## src/rtl/sprite_blitter_pkg.sv

```systemverilog
`default_nettype none
// ============================================================================
// Module  : sprite_blitter_pkg
// Brief   : Shared geometry constants, state encoding and address helper
//           for the sprite blitter.
// Revision: 1.0 - initial release
// ============================================================================
package sprite_blitter_pkg;

  localparam int SPR_W  = 96;
  localparam int SPR_H  = 71;
  localparam int SPR_N  = SPR_W * SPR_H;
  localparam int ROM_AW = 13;
  localparam int FB_W   = 320;
  localparam int FB_H   = 240;
  localparam int FB_AW  = 17;

  // Counter and screen-coordinate widths
  localparam int COL_W  = 7;   // 0..95
  localparam int ROW_W  = 7;   // 0..70
  localparam int X_W    = 10;  // dest_x (max 511) + col (max 95)
  localparam int Y_W    = 9;   // dest_y (max 255) + row (max 70)

  localparam logic [7:0] KEY = 8'hE3;

  typedef enum logic [1:0] {
    IDLE  = 2'd0,
    RUN   = 2'd1,
    DRAIN = 2'd2,
    DONE  = 2'd3
  } state_e;

  // Frame-buffer address of the sprite origin: y*320 + x built from shifts,
  // since 320 = 256 + 64.
  function automatic logic [FB_AW-1:0] fb_base(input logic [8:0] x,
                                               input logic [7:0] y);
    return FB_AW'({y, 8'h00}) + FB_AW'({y, 6'h00}) + FB_AW'(x);
  endfunction

endpackage
`default_nettype wire

```

## src/rtl/blit_raster_counter.sv

```systemverilog
`default_nettype none
// ============================================================================
// Module  : blit_raster_counter
// Brief   : Raster walker over the sprite: column/row counters, linear ROM
//           address and the frame-buffer offset of the current pixel
//           relative to the sprite origin.
// Revision: 1.0 - initial release
// ============================================================================
module blit_raster_counter
  import sprite_blitter_pkg::*;
(
  input  logic              clk_i,
  input  logic              rst_i,
  input  logic              load_i,
  input  logic              step_i,
  output logic [COL_W-1:0]  col_o,
  output logic [ROW_W-1:0]  row_o,
  output logic [ROM_AW-1:0] rom_addr_o,
  output logic [FB_AW-1:0]  fb_off_o,
  output logic              last_o
);

  localparam logic [COL_W-1:0]  COL_LAST = COL_W'(SPR_W - 1);
  localparam logic [ROM_AW-1:0] PIX_LAST = ROM_AW'(SPR_N - 1);

  logic [COL_W-1:0]  col_q;
  logic [ROW_W-1:0]  row_q;
  logic [ROM_AW-1:0] rom_addr_q;
  logic [FB_AW-1:0]  row_base_q;

  // Advance one pixel per step; row base accumulates FB_W per sprite row
  always_ff @(posedge clk_i) begin
    if (rst_i || load_i) begin
      col_q      <= '0;
      row_q      <= '0;
      rom_addr_q <= '0;
      row_base_q <= '0;
    end else if (step_i) begin
      rom_addr_q <= rom_addr_q + 1'b1;
      if (col_q == COL_LAST) begin
        col_q      <= '0;
        row_q      <= row_q + 1'b1;
        row_base_q <= row_base_q + FB_AW'(FB_W);
      end else begin
        col_q <= col_q + 1'b1;
      end
    end
  end

  assign col_o      = col_q;
  assign row_o      = row_q;
  assign rom_addr_o = rom_addr_q;
  assign fb_off_o   = row_base_q + FB_AW'(col_q);
  assign last_o     = (rom_addr_q == PIX_LAST);

endmodule
`default_nettype wire

```

## src/rtl/sprite_blitter.sv

```systemverilog
`default_nettype none
// ============================================================================
// Module  : sprite_blitter
// Brief   : Copies one sprite from a 1-cycle-latency ROM into the 8-bit
//           frame buffer at (dest_x, dest_y) with clipping and optional
//           colour-key transparency. One pixel per cycle, no stalls.
// Revision: 1.0 - initial release
// ============================================================================
module sprite_blitter
  import sprite_blitter_pkg::*;
#(
  parameter bit KEY_EN = 1'b1
) (
  input  logic              clk_pix_i,
  input  logic              rst_i,
  input  logic              start_i,
  input  logic [8:0]        dest_x_i,
  input  logic [7:0]        dest_y_i,
  output logic              busy_o,
  output logic              done_o,
  output logic [ROM_AW-1:0] rom_addr_o,
  input  logic [7:0]        rom_data_i,
  output logic              fb_we_o,
  output logic [FB_AW-1:0]  fb_addr_o,
  output logic [7:0]        fb_wdata_o
);

  localparam logic [X_W-1:0] X_LIM = X_W'(FB_W);
  localparam logic [Y_W-1:0] Y_LIM = Y_W'(FB_H);

  state_e            state_q, state_d;
  logic              drain_q, drain_d;
  logic              load, step;

  logic [COL_W-1:0]  col;
  logic [ROW_W-1:0]  row;
  logic [FB_AW-1:0]  fb_off;
  logic              last;

  logic [8:0]        dest_x_q;
  logic [7:0]        dest_y_q;
  logic [FB_AW-1:0]  base_q;

  logic              s1_valid_q;
  logic [X_W-1:0]    s1_x_q;
  logic [Y_W-1:0]    s1_y_q;
  logic [FB_AW-1:0]  s1_addr_q;

  logic              key_ok;
  logic              pix_ok;

  logic              fb_we_q;
  logic [FB_AW-1:0]  fb_addr_q;
  logic [7:0]        fb_wdata_q;

  blit_raster_counter u_cnt (
    .clk_i      (clk_pix_i),
    .rst_i      (rst_i),
    .load_i     (load),
    .step_i     (step),
    .col_o      (col),
    .row_o      (row),
    .rom_addr_o (rom_addr_o),
    .fb_off_o   (fb_off),
    .last_o     (last)
  );

  // FSM state register plus the one-bit drain cycle counter
  always_ff @(posedge clk_pix_i) begin
    if (rst_i) begin
      state_q <= IDLE;
      drain_q <= 1'b0;
    end else begin
      state_q <= state_d;
      drain_q <= drain_d;
    end
  end

  // Next-state logic; start is only looked at in IDLE, so it is never queued
  always_comb begin
    state_d = state_q;
    drain_d = drain_q;
    load    = 1'b0;
    step    = 1'b0;
    case (state_q)
      IDLE: begin
        if (start_i) begin
          load    = 1'b1;
          state_d = RUN;
        end
      end
      RUN: begin
        if (last) begin
          state_d = DRAIN;
          drain_d = 1'b0;
        end else begin
          step = 1'b1;
        end
      end
      DRAIN: begin
        drain_d = 1'b1;
        if (drain_q) begin
          state_d = DONE;
          drain_d = 1'b0;
        end
      end
      DONE:    state_d = IDLE;
      default: state_d = IDLE;
    endcase
  end

  // Capture the destination once per blit; later input changes are ignored
  always_ff @(posedge clk_pix_i) begin
    if (rst_i) begin
      dest_x_q <= '0;
      dest_y_q <= '0;
      base_q   <= '0;
    end else if (load) begin
      dest_x_q <= dest_x_i;
      dest_y_q <= dest_y_i;
      base_q   <= fb_base(dest_x_i, dest_y_i);
    end
  end

  // Stage 1 travels alongside the outstanding ROM read
  always_ff @(posedge clk_pix_i) begin
    if (rst_i) begin
      s1_valid_q <= 1'b0;
      s1_x_q     <= '0;
      s1_y_q     <= '0;
      s1_addr_q  <= '0;
    end else begin
      s1_valid_q <= (state_q == RUN);
      s1_x_q     <= X_W'(dest_x_q) + X_W'(col);
      s1_y_q     <= Y_W'(dest_y_q) + Y_W'(row);
      s1_addr_q  <= base_q + fb_off;
    end
  end

  generate
    if (KEY_EN) begin : g_key_on
      assign key_ok = (rom_data_i != KEY);
    end else begin : g_key_off
      assign key_ok = 1'b1;
    end
  endgenerate

  // Off-screen pixels are dropped here, so fb_addr never needs to wrap
  assign pix_ok = s1_valid_q && (s1_x_q < X_LIM) && (s1_y_q < Y_LIM) && key_ok;

  // Registered write port; addr/data are don't-care when the strobe is low
  always_ff @(posedge clk_pix_i) begin
    if (rst_i) begin
      fb_we_q    <= 1'b0;
      fb_addr_q  <= '0;
      fb_wdata_q <= '0;
    end else begin
      fb_we_q    <= pix_ok;
      fb_addr_q  <= s1_addr_q;
      fb_wdata_q <= rom_data_i;
    end
  end

  assign busy_o     = (state_q == RUN) || (state_q == DRAIN);
  assign done_o     = (state_q == DONE);
  assign fb_we_o    = fb_we_q;
  assign fb_addr_o  = fb_addr_q;
  assign fb_wdata_o = fb_wdata_q;

endmodule
`default_nettype wire

```

## config.mk

```make
export PLATFORM = sky130hd
export DESIGN_NAME = sprite_blitter
export DESIGN_NICKNAME = d
export VERILOG_FILES = /design/src/rtl/sprite_blitter_pkg.sv /design/src/rtl/blit_raster_counter.sv /design/src/rtl/sprite_blitter.sv
export SDC_FILE = /design/constraint.sdc
export NUM_CORES = 1
export LEC_CHECK = 0
export ABC_AREA = 1
export BUFFER_PORTS_ARGS = -buffer_cell sky130_fd_sc_hd__buf_2
export CORE_ASPECT_RATIO = 1.25
export CORE_UTILIZATION = 60
export CTS_BUF_LIST = sky130_fd_sc_hd__clkbuf_8 sky130_fd_sc_hd__clkbuf_16
export CTS_CLUSTER_SIZE = 30
export DETAILED_ROUTE_END_ITERATION = 10
export PLACE_DENSITY_LB_ADDON = 0.05
export SLEW_MARGIN = 30
export SYNTH_ARGS = -nofsm -noshare
export SYNTH_HDL_FRONTEND = slang
export SYNTH_SLANG_ARGS = --single-unit
```

## constraint.sdc

```tcl
create_clock -name clk_pix_i -period 6.4 [get_ports clk_pix_i]
set_clock_uncertainty 0.1 [all_clocks]
set_input_delay 1.28 -clock clk_pix_i [delete_from_list [all_inputs] [get_ports clk_pix_i]]
set_output_delay 1.28 -clock clk_pix_i [all_outputs]
set_load 0.05 [all_outputs]
```

==> metrics.md, run 1 <==
| Metric | Value |
|---|---|
| CTS tree | built |
| Synth Area per Inst | 7.32 um^2 |
| Fin crit share | 0.467 |
| Clk sinks | 122 |
| Post-route antenna net violation count | 0 |
| Type of element launching the critical path | input pin |
| Max clock buf depth | 2 |
| WHS | 0.298 ns |
| NetSw | 0.761 mW |
| Root Buffer | clkbuf_16 |
| Crit path time final | 2.99 ns |
| Required time worst endpoint | 6.62 ns |
| Final setup fails | 0 |
| Post-Syn Nets | 1027 |
| Sw Ratio | 0.320 |
| # fillers | 966 |
| Post-layout power | 2.38 mW |
| Pre-CTS setup slack | 2.99 ns |
| First-pass GRT wire length | 24.4 mm |
| Most frequent cells in the layout | 235 x nand2_1, 136 x inv_1, 122 x dfxtp_1 |
| Leakage power | 3.77 nW |
| Hold WC Path Type | register to register |
| Post-route setup TNS | 0 ns |
| Detailed Route Iter0 Violations | 260 |
| Commonest non-fill, non-tap cell in the layout | nand2_1 |
| CTS H-tree lvls | 4 |
| Share of layout cells above drive strength 1 | 0.134 |
| Num CTS Buffers | 17 |
| TritonRoute pass-1 iters | 5 |
| Pwr dens | 306 mW/mm^2 |
| Hold_buf cts | 0 |
| Rows | 43 |
| Initial antenna violation count | 0 |
| Clock transition at path regs | 0.06 ns |
| Min setup slack post-route | 3.41 ns |
| Critical path class | input pin to register |
| Synthesis-stage register bit count | 122 |
| Synth Warn # | 0 |
| Layout Utilization | 0.703 |
| Post-Syn Area | 0.00680 mm^2 |
| Final Hold Vio Count | 0 |
| Unique cell type count in the Yosys netlist | 43 |
| Post-CTS Setup Repair Bufs | 0 |
| Max_cap viols | 0 |
| Core Footprint | 0.0111 mm^2 |
| I/O pin total | 69 |
| Final wirelength | 14.5 mm |
| GRT overflow | 0 |
| Max_slew headroom | 0.470 |
| Least-Margin Pin Slew | 0.795 ns |
| Max-slew violations | 0 |
| Share of power burned in registers | 0.378 |
| Post-DP HPWL | 10.6 mm |
| # diodes | 0 |
| DRC | 0 |
| RSZ-0062 raised after global routing | false |
| Vias in the first global route | 5361 |
| GR Util All Layers | 0.261 |
| Die area | 0.0118 mm^2 |
| Resized Gates After CTS | 0 |
| Starting density of the core | 0.613 |
| Max FO, Critical Path | 4 |
| FMAX | 335 MHz |
| Die H | 121 um |
| Cell-internal power | 1.62 mW |
| Status | finished clean |
| Sequential area share after synthesis | 0.359 |
| Nets | 1096 |
| Setup crit end kind | register |
| Vias per cell | 5.04 |
| Largest net degree at the start of global routing | 40 |
| Die width | 97.2 um |
| Skew-Pair Late Insertion Delay | 0.42 ns |
| Port Buffers | 68 |
| Clock power share | 0.411 |
| WL/cell | 12.6 um |
| Gp weighted congestion | 0.859 |
| Post-Syn Instances | 929 |
| Maximum vdd drop | 0.177 mV |
| Syn-to-layout area delta | 14.6% |
| Routed via count | 5772 |
| Combinational power share | 0.212 |
| Arrival time worst endpoint | 3.20 ns |
==> per-layer routing <==
metal / global-route usage / up-vias / wire length [um]
met5: 0 / - / 0
met2: 0.457 / 105 / 7140
met1: 0.314 / 2569 / 6690
li1: - / 3088 / -
met4: 0.0989 / 0 / 154
met3: 0.0518 / 10 / 493
==> synthesized netlist by cell type, drive strengths merged <==
| cell type | number | share of area |
|---|---|---|
| a211oi | 1 | 0.0011 |
| xnor2 | 5 | 0.0064 |
| nand3b | 2 | 0.0022 |
| o21a | 5 | 0.0055 |
| dfxtp | 122 | 0.36 |
| or2 | 1 | 0.00092 |
| fa | 9 | 0.027 |
| ha | 61 | 0.11 |
| a21oi | 73 | 0.059 |
| nand3 | 44 | 0.038 |
| nor3 | 8 | 0.0075 |
| a22o | 14 | 0.018 |
| buf | 16 | 0.017 |
| nand2 | 246 | 0.14 |
| o211ai | 1 | 0.0011 |
| inv | 141 | 0.078 |
| o22ai | 1 | 0.00092 |
| o21ai | 31 | 0.023 |
| o21bai | 2 | 0.0028 |
| a21boi | 2 | 0.0022 |
| xor2 | 13 | 0.017 |
| a32o | 1 | 0.0015 |
| clkbuf | 2 | 0.0011 |
| nand4 | 9 | 0.0083 |
| nor2 | 114 | 0.065 |
| nor4 | 2 | 0.0018 |
| and2 | 3 | 0.0028 |
==> registers in the layout (all words and copies together) (netlist names) <==
name,count
dest_y_q,8
s1_x_q,6
base_q,11
dest_x_q,9
fb_addr_o,17
drain_q,1
u_cnt.rom_addr_o,13
u_cnt.row_base_q,11
u_cnt.row_o,7
s1_valid_q,1
u_cnt.col_o,7
fb_we_o,1
state_q,2
s1_addr_q,15
fb_wdata_o,8
s1_y_q,5
==> logic make-up after synthesis <==
kind of cell / Yosys count / share of synthesized area
compound gates: 131 / 0.115
xor+xnor: 18 / 0.0232
flops: 122 / 0.359
buf+inv: 159 / 0.0968
simple gates: 429 / 0.267
fa+ha+maj: 70 / 0.139
==> worst max-delay path, cell delays in order <==
cell and delay [ns]:
buf_2 0.11, inv_1 0.09, fa_1 0.48, fa_1 0.48
inv_1 0.07, nand2_1 0.06, a21oi_1 0.25, nand3_1 0.13
nand2_1 0.08, nand2_1 0.04, nand3_1 0.06, nand2_1 0.06
==> metrics by stage <==
| step | cells | area [um^2] |
|---|---|---|
| floorplan | 929 | 6800 |
| global placement | 1114 | 7180 |
| detailed placement | 1114 | 7180 |
| CTS | 1145 | 7790 |
| global route | 1145 | 7790 |
| finish | 1145 | 7790 |
==> path summary, 6_finish.rpt <==
path | from | end | slack, ns | cells past startpoint
max | dest_y_i[0] | base_q[15] | 3.41 | 12
min | s1_addr_q[14] | fb_addr_o[14] | 0.30 | 2
max reg2reg | state_q[0] | dest_x_q[8] | 3.80 | 7
min reg2reg | s1_addr_q[14] | fb_addr_o[14] | 0.30 | 2
==> power groups by stage <==
| stage | combinational [mW] | sequential (mW) | clock [mW] |
|---|---|---|---|
| global placement | 0.495 | 0.914 | 0 |
| floorplan | 0.352 | 0.952 | 0 |
| CTS | 0.508 | 0.900 | 0.991 |
| finish | 0.504 | 0.900 | 0.979 |
| detailed placement | 0.502 | 0.915 | 0 |
| global route | 0.569 | 0.909 | 1.03 |
==> area by class of cell <==
type | count | area (um^2) | share of cell area
Clock buffer | 18 | 439 | 0.0564
Clock inverter | 13 | 169 | 0.0217
Inverter | 141 | 532 | 0.0683
Multi-Input combinational cell | 648 | 3700 | 0.475
Sequential cell | 122 | 2440 | 0.314
Tap cell | 135 | 169 | 0.0217
Timing Repair Buffer | 68 | 340 | 0.0437
Power figures use the tool's default switching activity.
==> inputs of run 2 (changes only) <==
--- a/config.mk
+++ b/config.mk
@@ -5,10 +5,10 @@
 export SDC_FILE = /design/constraint.sdc
 export NUM_CORES = 1
 export LEC_CHECK = 0
-export ABC_AREA = 1
+export ABC_AREA = 0
 export BUFFER_PORTS_ARGS = -buffer_cell sky130_fd_sc_hd__buf_2
 export CORE_ASPECT_RATIO = 1.25
-export CORE_UTILIZATION = 60
+export CORE_UTILIZATION = 53
 export CTS_BUF_LIST = sky130_fd_sc_hd__clkbuf_8 sky130_fd_sc_hd__clkbuf_16
 export CTS_CLUSTER_SIZE = 30
 export DETAILED_ROUTE_END_ITERATION = 10
==> constraint.sdc (replaced) <==
create_clock -name clk_pix_i -period 2.5 [get_ports clk_pix_i]
set_clock_uncertainty 0.1 [all_clocks]
set_input_delay 0.5 -clock clk_pix_i [delete_from_list [all_inputs] [get_ports clk_pix_i]]
set_output_delay 0.5 -clock clk_pix_i [all_outputs]
set_load 0.05 [all_outputs]
==> run 2 against run 1 <==
First-iteration DRC count shrank 23%. Utilization decreased by 0.75 points. Sequential share of layout area down 0.083 points. Hold slack got worse by 0.086 ns. Setup slack worse by 3.3 ns. Combinational power grew to 2.9 times the previous value. Global-route usage shrank 2.1 points.
==> metrics.md, run 2 <==
| Metric | Value |
|---|---|
| Status | finished clean |
| Hold path startpoint | rom_data_i[0] |
| Pwr dens | 821 mW/mm^2 |
| Type of element launching the critical path | register |
| FMAX | 412 MHz |
| WHS | 0.213 ns |
| Starting density of the core | 0.551 |
| Commonest non-fill, non-tap cell in the layout | dfxtp_1 |
| Max_cap viols | 0 |
| Layout Utilization | 0.695 |
| Max-slew violations | 0 |
| Die width | 98.7 um |
| Unique cell type count in the Yosys netlist | 58 |
| Arrival time worst endpoint | 2.63 ns |
| CP cell instances | ha_1 > ha_2 > inv_2 > fa_2 > nor2b_4 > o221ai_2 > a2bb2oi_2 > buf_4 > a311oi_2 > mux2_4 |
| Setup crit end kind | register |
| Post-Syn Area | 0.00620 mm^2 |
| EDFF count, synth | 0 |
| Routed via count | 5244 |
| Post-layout power | 6.42 mW |
| Nets | 906 |
| Synth Flop Type | dfxtp_1 |
| Critical path class | register to register |
| I/O pin total | 69 |
| Die H | 123 um |
| Post-route antenna net violation count | 0 |
| Buf+Inv Stages, Crit Path | 2 |
| Max clock buf depth | 2 |
| Top cells by area, synth | dfxtp_1 39%, ha_1 12%, a21oi_1 4.4% |
| Root Buffer | clkbuf_16 |
| Yosys top cell by area | dfxtp_1 |
| Min setup slack post-route | 0.0749 ns |
| Post-DP HPWL | 9.93 mm |
| Synth Area per Inst | 9.05 um^2 |
| TritonRoute pass-1 iters | 5 |
| Vias in the first global route | 5026 |
| Largest stage delay, worst path | 0.32 ns |
| Initial antenna violation count | 0 |
| # diodes | 0 |
| GR Util All Layers | 0.240 |
| Final Hold Vio Count | 0 |
| Launch point of the worst reg-to-reg path | u_cnt.col_o[1] |
| Worst Setup SP | u_cnt.col_o[1] |
| Post-route setup TNS | 0 ns |
| DRC | 0 |
| First-pass GRT wire length | 23.0 mm |
| Pre-CTS setup slack | -0.308 ns |
| # fillers | 915 |
| Hold WC Path Type | input pin to register |
| CTS H-tree lvls | 4 |
| Gp weighted congestion | 0.870 |
| Clock transition at path regs | 0.06 ns |
| Maximum vdd drop | 0.922 mV |
| CTS tree | built |
| Count leader, synth | dfxtp_1 |
| Clk sinks | 122 |
| Sequential area share after synthesis | 0.394 |
| Vias per cell | 5.49 |
| Placed Area | 0.00707 mm^2 |
| Leakage power | 3.44 nW |
| Design area | 0.00782 mm^2 |
| Largest register FFs | 17 |
| GRT overflow | 0 |
| Num CTS Buffers | 17 |
| Final wirelength | 13.5 mm |
| WL/cell | 14.1 um |
| Final setup fails | 0 |
| Synth Warn # | 0 |
| Post-Syn Instances | 685 |
| Synth cell count leaders | 122 x dfxtp_1, 68 x nand2_1, 61 x ha_1 |
| Max_slew headroom | 0.589 |
| Share of layout cells above drive strength 1 | 0.233 |
| Skew-Pair Late Insertion Delay | 0.42 ns |
| Delay-heaviest family, CP | adder cells |
| Dpl cells | 922 |
| Most frequent cells in the layout | 120 x dfxtp_1, 68 x nand2_1, 68 x buf_2 |
| Post-synth top area share | 0.394 |
| Max FO, Critical Path | 3 |
| Rows | 43 |
| Crit path time final | 2.43 ns |
| Least-Margin Pin Slew | 0.615 ns |
| Synthesis-stage register bit count | 122 |
| Async SR Flop Fraction | 0 |
| Detailed Route Iter0 Violations | 201 |
| Core Footprint | 0.0112 mm^2 |
| Required time worst endpoint | 2.70 ns |
| Post-Syn Nets | 783 |
| Fin crit share | 0.970 |
| Die area | 0.0121 mm^2 |
| Fin cells | 956 |
| Multi-input logic area | 0.00364 mm^2 |
| Port Buffers | 68 |
| Syn-to-layout area delta | 26.1% |
| Largest net degree at the start of global routing | 62 |
| Critical path's slowest cell | dfxtp_1 |
| Register area | 0.00244 mm^2 |
==> run 2: cell families after synthesis <==
group,count (synthesis),synth area share
AOI/OAI and AO/OA,126,0.128
xor gates and xnor gates,37,0.0523
adders and majority gates,70,0.152
buffers and inverters,49,0.0309
DFF,122,0.394
muxes,6,0.0105
and+or+nand+nor,275,0.232
==> run 2: timing repair <==
item,CTS,global route
endpoints found under the setup margin,5,8
endpoints found under the hold margin,0,0
gates resized for setup,6,16
hold buffers,0,0
pin swaps,0,5
buffers inserted,0,2
==> run 2: final cells by class <==
cell class | count | share of cell area
Clock buffer | 18 | 0.0562
Inverter | 24 | 0.0125
Timing Repair Buffer | 129 | 0.104
Tap cell | 135 | 0.0216
Clock inverter | 14 | 0.0280
Sequential cell | 122 | 0.313
Multi-Input combinational cell | 514 | 0.465
==> run 2: path summary, 6_finish.rpt <==
path	end	cells past startpoint	slack (ns)
worst max register to register	s1_addr_q[13]	10	0.07
worst min register to register	fb_addr_o[9]	1	0.33
worst max-delay path	s1_addr_q[13]	10	0.07
worst min-delay path	fb_wdata_o[0]	2	0.21
==> run 2: where the power goes <==
part           internal (mW)  switching, mW  total (mW)
registers               2.15          0.110        2.26
clock network           1.80          0.899        2.70
logic                  0.565          0.900        1.46
total                   4.51           1.91        6.42
==> run 2: layer usage <==
| layer | global-route usage | share of wire | wire length, um | vias to the layer above |
|---|---|---|---|---|
| met5 | 0 | 0 | 0 | - |
| met4 | 0.102 | 0.021 | 280 | 0 |
| met3 | 0.0379 | 0.031 | 424 | 23 |
| met2 | 0.437 | 0.51 | 6950 | 106 |
| met1 | 0.280 | 0.43 | 5860 | 2464 |
| li1 | - | - | - | 2651 |
==> inputs of run 3 (changes only) <==
--- a/config.mk
+++ b/config.mk
@@ -5,13 +5,14 @@
 export SDC_FILE = /design/constraint.sdc
 export NUM_CORES = 1
 export LEC_CHECK = 0
-export ABC_AREA = 0
+export ABC_AREA = 1
 export BUFFER_PORTS_ARGS = -buffer_cell sky130_fd_sc_hd__buf_2
 export CORE_ASPECT_RATIO = 1.25
-export CORE_UTILIZATION = 53
+export CORE_UTILIZATION = 54
 export CTS_BUF_LIST = sky130_fd_sc_hd__clkbuf_8 sky130_fd_sc_hd__clkbuf_16
 export CTS_CLUSTER_SIZE = 30
 export DETAILED_ROUTE_END_ITERATION = 10
+export GPL_TIMING_DRIVEN = 0
 export PLACE_DENSITY_LB_ADDON = 0.05
 export SLEW_MARGIN = 30
 export SYNTH_ARGS = -nofsm -noshare
==> run 3 against run 2 <==
Via count up 10%. Clock-buffer cell count down 1. Clock power down 7.8%. Non-clock buffer count down 43. Sequential power about the same. Total power down 4.4%. Critical path depth down 2. Hold slack worse by 0.0069 ns. Cell area up 1.7%. Flip-flop and latch count unchanged. Global-route usage up 1.1 points.
==> metrics.md, run 3 (synthesized netlist as in run 1, its figures left out) <==
| Metric | Value |
|---|---|
| Status | finished clean |
| Critical path class | register to register |
| Setup crit end kind | register |
| Delay-heaviest family, CP | buffers and inverters |
| Final setup fails | 0 |
| Worst Setup SP | state_q[0] |
| Dpl cells | 1161 |
| Clock transition at path regs | 0.05 ns |
| Fin crit share | 0.906 |
| Max-slew violations | 0 |
| Max_cap viols | 0 |
| Resized Gates After CTS | 0 |
| Design area | 0.00795 mm^2 |
| Vias per cell | 4.84 |
| Starting density of the core | 0.556 |
| Die area | 0.0130 mm^2 |
| Hold WC Path Type | input pin to register |
| Gp weighted congestion | 0.863 |
| Max FO, Critical Path | 10 |
| Clk sinks | 122 |
| Root Buffer | clkbuf_16 |
| Arrival time worst endpoint | 2.50 ns |
| DRC | 0 |
| Vias in the first global route | 5223 |
| Skew-Pair Late Insertion Delay | 0.42 ns |
| Post-CTS Setup Repair Bufs | 0 |
| Multi-input logic area | 0.00370 mm^2 |
| Reg-to-reg critical path endpoint | u_cnt.rom_addr_o[4] |
| Port Buffers | 68 |
| R2R depth | 8 |
| Worst Setup EP | u_cnt.rom_addr_o[4] |
| Share of layout cells above drive strength 1 | 0.146 |
| Final wirelength | 14.9 mm |
| Buf+Inv Stages, Crit Path | 4 |
| Die width | 102 um |
| Post-route antenna net violation count | 0 |
| Num CTS Buffers | 17 |
| WL/cell | 12.5 um |
| CTS tree | built |
| Max_slew headroom | 0.630 |
| CP cell instances | inv_1 > ha_1 > nand2_1 > inv_2 > nor2_4 > inv_2 > clkbuf_1 > a21oi_1 |
| Least-Margin Pin Slew | 0.555 ns |
| Layout Utilization | 0.650 |
| Largest register FFs | 17 |
| Maximum vdd drop | 0.431 mV |
| Largest stage delay, worst path | 0.36 ns |
| Crit path time final | 2.27 ns |
| Detailed Route Iter0 Violations | 266 |
| Die H | 127 um |
| First-pass GRT wire length | 25.1 mm |
| Routed via count | 5774 |
| Launch point of the worst reg-to-reg path | state_q[0] |
| Rows | 45 |
| Register area | 0.00244 mm^2 |
| Type of element launching the critical path | register |
| Post-DP HPWL | 11.5 mm |
| Post-layout power | 6.14 mW |
| Pwr dens | 772 mW/mm^2 |
| Max clock buf depth | 2 |
| Critical path's slowest cell | dfxtp_1 |
| Post-route setup TNS | 0 ns |
| GR Util All Layers | 0.251 |
| Most frequent cells in the layout | 235 x nand2_1, 136 x inv_1, 122 x dfxtp_1 |
| Commonest non-fill, non-tap cell in the layout | nand2_1 |
| # fillers | 1155 |
| FF-to-FF setup slack | 0.23 ns |
| Final Hold Vio Count | 0 |
| I/O pin total | 69 |
| Required time worst endpoint | 2.73 ns |
| Core Footprint | 0.0122 mm^2 |
| Leakage power | 3.84 nW |
| FMAX | 441 MHz |
| CTS H-tree lvls | 4 |
| Fin cells | 1193 |
| Critical Path Stages | 8 |
| Nets | 1114 |
| GRT overflow | 0 |
| Placed Area | 0.00734 mm^2 |
| Initial antenna violation count | 0 |
| Syn-to-layout area delta | 16.9% |
| Largest net degree at the start of global routing | 17 |
| WHS Path Cells | 3 |
| # diodes | 0 |
| RSZ-0062 raised after global routing | false |
| Most used cell along the critical path | inv_2 |
| Hold_buf cts | 0 |
| TritonRoute pass-1 iters | 6 |
-- run 3: cell count changes in the layout (fill, tap and decap cells not counted), sizes merged, moves of 10 or more --
| cell | before | now |
|---|---|---|
| a21oi | 55 | 73 |
| a22o | 1 | 14 |
| buf | 129 | 84 |
| inv | 26 | 143 |
| nand2 | 68 | 246 |
| nand3 | 18 | 44 |
| nor2 | 59 | 114 |
| nor2b | 41 | 0 |
| nor3 | 20 | 8 |
| o21ai | 20 | 31 |
| xor2 | 23 | 13 |
-- run 3: final cells by class --
cell class              count  share of cell area
well taps                 164              0.0258
clock inverters            15              0.0220
plain buffers              18              0.0159
multi-input cells         648               0.466
flip-flops and latches    122               0.307
inverters                 141              0.0669
repair buffers             68              0.0428
clock buffers              17              0.0535
-- run 3: layer usage --
metal / track usage / share of wire
met1: 0.319 / 0.47
met2: 0.417 / 0.47
met3: 0.0514 / 0.030
met4: 0.0891 / 0.024
met5: 0 / 0
-- run 3: how the worst min path moves through the flow --
stage	startpoint	end	slack (ns)
floorplan	s1_x_q[0]	fb_addr_o[0]	0.29
finish	rom_data_i[3]	fb_wdata_o[3]	0.21
global route	rom_data_i[3]	fb_wdata_o[3]	0.21
detailed placement	s1_addr_q[4]	fb_addr_o[4]	0.29
global placement	s1_addr_q[2]	fb_addr_o[2]	0.29
CTS	rom_data_i[0]	fb_wdata_o[0]	0.20
-- run 3: report_power, final --
part / switching (mW) / internal, mW / leakage [nW]
logic: 0.920 / 0.437 / 2.56
registers: 0.131 / 2.16 / 0.993
clock network: 0.921 / 1.57 / 0.285
-- run 3: tightest hold or removal path: stages --
cell	delay, ns
buf_2	0.10
inv_1	0.04
nor2_1	0.03
-- run 3: through the flow --
step                hold WS (ns)  worst slack [ns]
detailed placement         0.292            -0.144
finish                     0.206             0.235
global placement           0.291            -0.114
global route               0.209            0.0257
floorplan                  0.288             0.164
CTS                        0.198             0.178
